## src/rtl/issue_scheduler.sv

```systemverilog
// Single-issue scheduler: register scoreboard for RAW/WAW hazards, a non-pipelined
// FPU countdown, and arbitration of the one register-file write port.
module issue_scheduler #(
    parameter int unsigned FPU_LATENCY = 4
) (
    input  logic       clk,
    input  logic       rst,
    input  logic       dec_valid,
    output logic       dec_ready,
    input  logic [4:0] dec_rd_addr,
    input  logic [4:0] dec_rs1_addr,
    input  logic [4:0] dec_rs2_addr,
    input  logic       dec_use_alu,
    input  logic       dec_use_fpu,
    input  logic       dec_operand_a_enable,
    input  logic       dec_operand_b_enable,
    input  logic       dec_rd_is_operand_a,
    input  logic       dec_result_enable,
    output logic       alu_issue,
    output logic       fpu_issue,
    output logic       wb_valid,
    output logic [4:0] wb_rd_addr,
    output logic       wb_from_fpu,
    output logic       fpu_busy,
    output logic       busy
);

    localparam logic [3:0] FPU_LOAD = 4'(FPU_LATENCY - 1);

    logic [31:0] sb_q, sb_d;
    logic [3:0]  cnt_q, cnt_d;
    logic        fbusy_q, fbusy_d;
    logic [4:0]  frd_q, frd_d;
    logic        fwe_q, fwe_d;
    logic        wbv_q, wbv_d;
    logic [4:0]  wbrd_q, wbrd_d;
    logic        wbf_q, wbf_d;

    logic        to_fpu, to_alu;
    logic [4:0]  src_a;
    logic [31:0] clr_mask, set_mask, pending;
    logic        fpu_wb_now, fpu_wb_next;
    logic        stall, ready, issue, alu_wb;

    always_comb begin
        to_fpu = dec_use_fpu;
        to_alu = (dec_use_alu & ~dec_use_fpu) | (~dec_use_alu & ~dec_use_fpu);
        src_a  = dec_rd_is_operand_a ? dec_rd_addr : dec_rs1_addr;

        // Write-first register file: the register written back this cycle is no longer pending.
        clr_mask = wbv_q ? (32'd1 << wbrd_q) : '0;
        pending  = sb_q & ~clr_mask;

        // The countdown reaches zero in the FPU writeback cycle; one means writeback next cycle.
        fpu_wb_now  = fbusy_q && (cnt_q == 4'd0);
        fpu_wb_next = fbusy_q && (cnt_q == 4'd1) && fwe_q;

        stall = (dec_operand_a_enable && pending[src_a])
              || (dec_operand_b_enable && pending[dec_rs2_addr])
              || (dec_result_enable && pending[dec_rd_addr])
              || (to_fpu && fbusy_q && !fpu_wb_now)
              || (to_alu && dec_result_enable && fpu_wb_next);

        ready  = !rst && !stall;
        issue  = dec_valid && ready;
        alu_wb = issue && to_alu && dec_result_enable;

        set_mask = (issue && dec_result_enable) ? (32'd1 << dec_rd_addr) : '0;
        sb_d     = (sb_q & ~clr_mask) | set_mask;

        fbusy_d = fbusy_q;
        cnt_d   = cnt_q;
        frd_d   = frd_q;
        fwe_d   = fwe_q;
        if (issue && to_fpu) begin
            fbusy_d = 1'b1;
            cnt_d   = FPU_LOAD;
            frd_d   = dec_rd_addr;
            fwe_d   = dec_result_enable;
        end else if (fpu_wb_now) begin
            fbusy_d = 1'b0;
        end else if (fbusy_q) begin
            cnt_d = cnt_q - 4'd1;
        end

        wbv_d  = alu_wb || fpu_wb_next;
        wbf_d  = fpu_wb_next;
        wbrd_d = wbrd_q;
        if (alu_wb) begin
            wbrd_d = dec_rd_addr;
        end else if (fpu_wb_next) begin
            wbrd_d = frd_q;
        end
    end

    always_ff @(posedge clk) begin
        if (rst) begin
            sb_q    <= '0;
            cnt_q   <= '0;
            fbusy_q <= 1'b0;
            frd_q   <= '0;
            fwe_q   <= 1'b0;
            wbv_q   <= 1'b0;
            wbrd_q  <= '0;
            wbf_q   <= 1'b0;
        end else begin
            sb_q    <= sb_d;
            cnt_q   <= cnt_d;
            fbusy_q <= fbusy_d;
            frd_q   <= frd_d;
            fwe_q   <= fwe_d;
            wbv_q   <= wbv_d;
            wbrd_q  <= wbrd_d;
            wbf_q   <= wbf_d;
        end
    end

    assign dec_ready   = ready;
    assign alu_issue   = issue && to_alu;
    assign fpu_issue   = issue && to_fpu;
    assign wb_valid    = wbv_q;
    assign wb_rd_addr  = wbrd_q;
    assign wb_from_fpu = wbf_q;
    assign fpu_busy    = fbusy_q;
    assign busy        = (|sb_q) | fbusy_q;

endmodule

```

## config.mk

```make
export PLATFORM = sky130hd
export DESIGN_NAME = issue_scheduler
export DESIGN_NICKNAME = d
export VERILOG_FILES = /design/src/rtl/issue_scheduler.sv
export SDC_FILE = /design/constraint.sdc
export NUM_CORES = 1
export LEC_CHECK = 0
export CAP_MARGIN = 20
export CORE_MARGIN = 8
export CORE_UTILIZATION = 40
export CTS_CLUSTER_DIAMETER = 200
export DETAILED_ROUTE_END_ITERATION = 16
export SLEW_MARGIN = 10
export SYNTH_ARGS = -nofsm -noshare
export SYNTH_HDL_FRONTEND = slang
export SYNTH_SLANG_ARGS = --single-unit
```

## constraint.sdc

```tcl
create_clock -name clk -period 11.4 [get_ports clk]
set_clock_uncertainty 0.05 [all_clocks]
set_input_delay 2.28 -clock clk [delete_from_list [all_inputs] [get_ports clk]]
set_output_delay 2.28 -clock clk [all_outputs]
set_load 0.01 [all_outputs]
```

==> reports/qor.yml <==
global_route:
  grt_max_degree: 46
  overflow: 0
  antenna_found_initial: 0
  grt.total_usage_pct: 20.8
  grt_pass1_vias: 3652
  grt_pass1_wl_um: 21100
logic_synthesis:
  synth.distinct_cells: 67
  yosysSeqAreaShare_pct: 26.3
  yosys_warnings: 0
  syn_area_um2: 3800
  yosysMostFrequentCell: "dfxtp_1"
  synth.area.top_cells: "dfxtp_1, mux2i_1, o21ai_0"
  ys_ff_latch: 50
  synthFlopType: "dfxtp_1"
  avgSynthCellArea_um2: 8.43
  yosysTopAreaCell: "dfxtp_1"
  synth_top_area_share_pct: 26.3
  synthTopCellsByCount: "dfxtp_1, o21ai_0, mux2i_1"
  synth-edff-count: 0
  syn_inst: 451
  syn_nets: 478
  synthArstFlopShare_pct: 0
cells_and_area:
  fin_nets: 485
  multi_input_area_um2: 2550
  regArea_um2: 1000
  final_layout_size_suffix_gt1_share_pct: 8.93
  utilization_pct: 45.8
  antenna_cells: 0
  area_growth_pct: 11.4
  fillers: 925
timing:
  tns_ns: 0
  fin_crit_ns: 9.78
  fin_ws_ns: 1.62
  relSlewSlack_pct: 30.5
  finalHoldViolCount: 0
  drv_slew: 0
  setup_viol_count_final: 0
  max_freq_mhz: 102
  rsz0062_at_grt: "no"
  fin_crit_sh_pct: 85.8
  tightest_slew_ns: 1.04
  holdWs_ns: 0.440
clock_tree:
  cts_buffer_depth: 2
  ctsResizeCount: 0
  h-tree-depth: 2
  clk_pin_slew_ns: 0.11
  clock_latency_ns: 0.32
  cts-root-buf: "clkbuf_8"
  postCtsHoldBufs: 0
  cts_setup_buffers: 0
  cts_buffers: 5
  cts.sinks: 50
  cts_tree: "built"
floorplanning:
  die_area_um2: 12900
  coreArea_um2: 9240
  initial_core_util_pct: 41.1
  die_height_um: 113
  io_pins: 36
  row_count: 35
  dieWidth_um: 113
job:
  maxCapViolCount: 0
critical_path:
  crit_type: "primary input to output pin"
  setup.worst_path.start_class: "primary input"
  cp_max_fo: 14
  endpoint_kind: "output pin"
  required_ns: 9.07
  regToRegSetupSlack_ns: 6.66
  reg2regPathDepth: 8
  cp.arrival_ns: 7.45
  worstReg2RegEnd: "sb_q[2]"
  r2r-start: "wb_rd_addr[4]"
placement:
  place_hpwl_um: 10100
  io_buffers: 34
  post-place-ws_ns: 1.76
  gp_congestion: 0.909
drt:
  drt_iter0_drc: 339
  drt_wl_total_um: 13700
  drc_errors: 0
  drt-pass1-iter-count: 6
  routed_via_density: 6.63
  wl_per_cell_um: 23.4
  vias: 3899
  drtAntennaViolNets: 0
worst_hold_path:
  min-delay-start: "frd_q[2]"
  hold_path.class: "flip-flop to flip-flop"
  holdPathStages: 2
  whs_endpoint: "frd_q[2]"
power_and_ir_drop:
  leakage_uw: 0.00132
  totalPowerFinal_uw: 360
  vdd_drop_max_v: 0.0000405
  p_per_area_nw_per_um2: 85.1
status:
  outcome: "finished clean"
==> stage by stage <==
stage / cell area (um^2) / instances
CTS: 4230 / 587
finish: 4230 / 588
global placement: 4140 / 579
floorplan: 3800 / 451
global route: 4230 / 588
detailed placement: 4140 / 579
==> registers in the layout, summed over array words and instances (netlist names) <==
signal,cells
sb_q,32
fpu_busy,1
fwe_q,1
frd_q,5
wb_valid,1
wb_from_fpu,1
cnt_q,4
wb_rd_addr,5
==> where the power goes <==
group	switching, uW	leakage [uW]	total, uW	internal (uW)
clock network	64.8	0.0000483	108	43.4
registers	3.78	0.000403	180	177
logic	44.6	0.000868	71.5	26.9
total	113	0.00132	360	247
==> critical path, stage by stage <==
cell and delay (ns):
clkdlybuf4s50_1 0.84, mux2i_2 0.69, buf_4 0.32, mux4_2 0.32, and2_1 0.19, a2111oi_0 0.67
a21oi_1 0.28, nor4b_1 0.77, nand2_1 0.35, inv_1 0.18, clkdlybuf4s50_1 0.55
==> final cells by class <==
type | instances | share of cell area [%]
sequential | 50 | 23.6
multi-input combinational | 347 | 60.2
clock buffer | 5 | 1.63
clock inverter | 3 | 0.443
timing repair buffer | 40 | 9.04
inverter | 14 | 1.24
tap | 129 | 3.81
==> layout by cell type, fill, tap and decap left out, types with 12 or more instances in the layout <==
cell type / Yosys / layout
nor3_1: 22 / 22
nor2_1: 15 / 15
a211oi_1: 12 / 12
nand2_1: 24 / 24
o21ai_0: 39 / 39
a21oi_1: 13 / 13
o32ai_1: 18 / 18
inv_1: 13 / 13
clkdlybuf4s50_1: 0 / 34
nand3_1: 12 / 12
mux2i_1: 34 / 33
dfxtp_1: 50 / 50
==> cells by family after synthesis <==
family | after synthesis | share of synthesized area (%)
buffers and inverters | 54 | 6.71
multiplexers | 49 | 15.5
XOR/XNOR | 7 | 1.61
AO/OA/AOI/OAI | 148 | 27.2
AND/OR/NAND/NOR | 140 | 21.7
flip-flops | 50 | 26.3
adder cells (fa/ha/maj) | 3 | 0.988
==> how the worst max path moves through the flow <==
stage,from,to,slack (ns),depth (start not counted)
floorplan,dec_rs2_addr[0],alu_issue,3.85,12
global placement,dec_rd_is_operand_a,fpu_issue,1.75,11
detailed placement,dec_rd_is_operand_a,fpu_issue,1.76,11
CTS,dec_rd_is_operand_a,fpu_issue,1.74,11
global route,dec_rd_is_operand_a,fpu_issue,1.28,10
finish,dec_rd_is_operand_a,fpu_issue,1.62,11
==> per-layer routing <==
layer / up-vias / GRT usage [%] / part of all wire (%)
met5: - / 0 / 0
met4: 0 / 8.17 / 2.9
met3: 30 / 3.70 / 8.8
met2: 194 / 32.6 / 45
met1: 1879 / 27.7 / 43
li1: 1796 / - / -
Note: power is estimated with default switching activity, not from simulation.
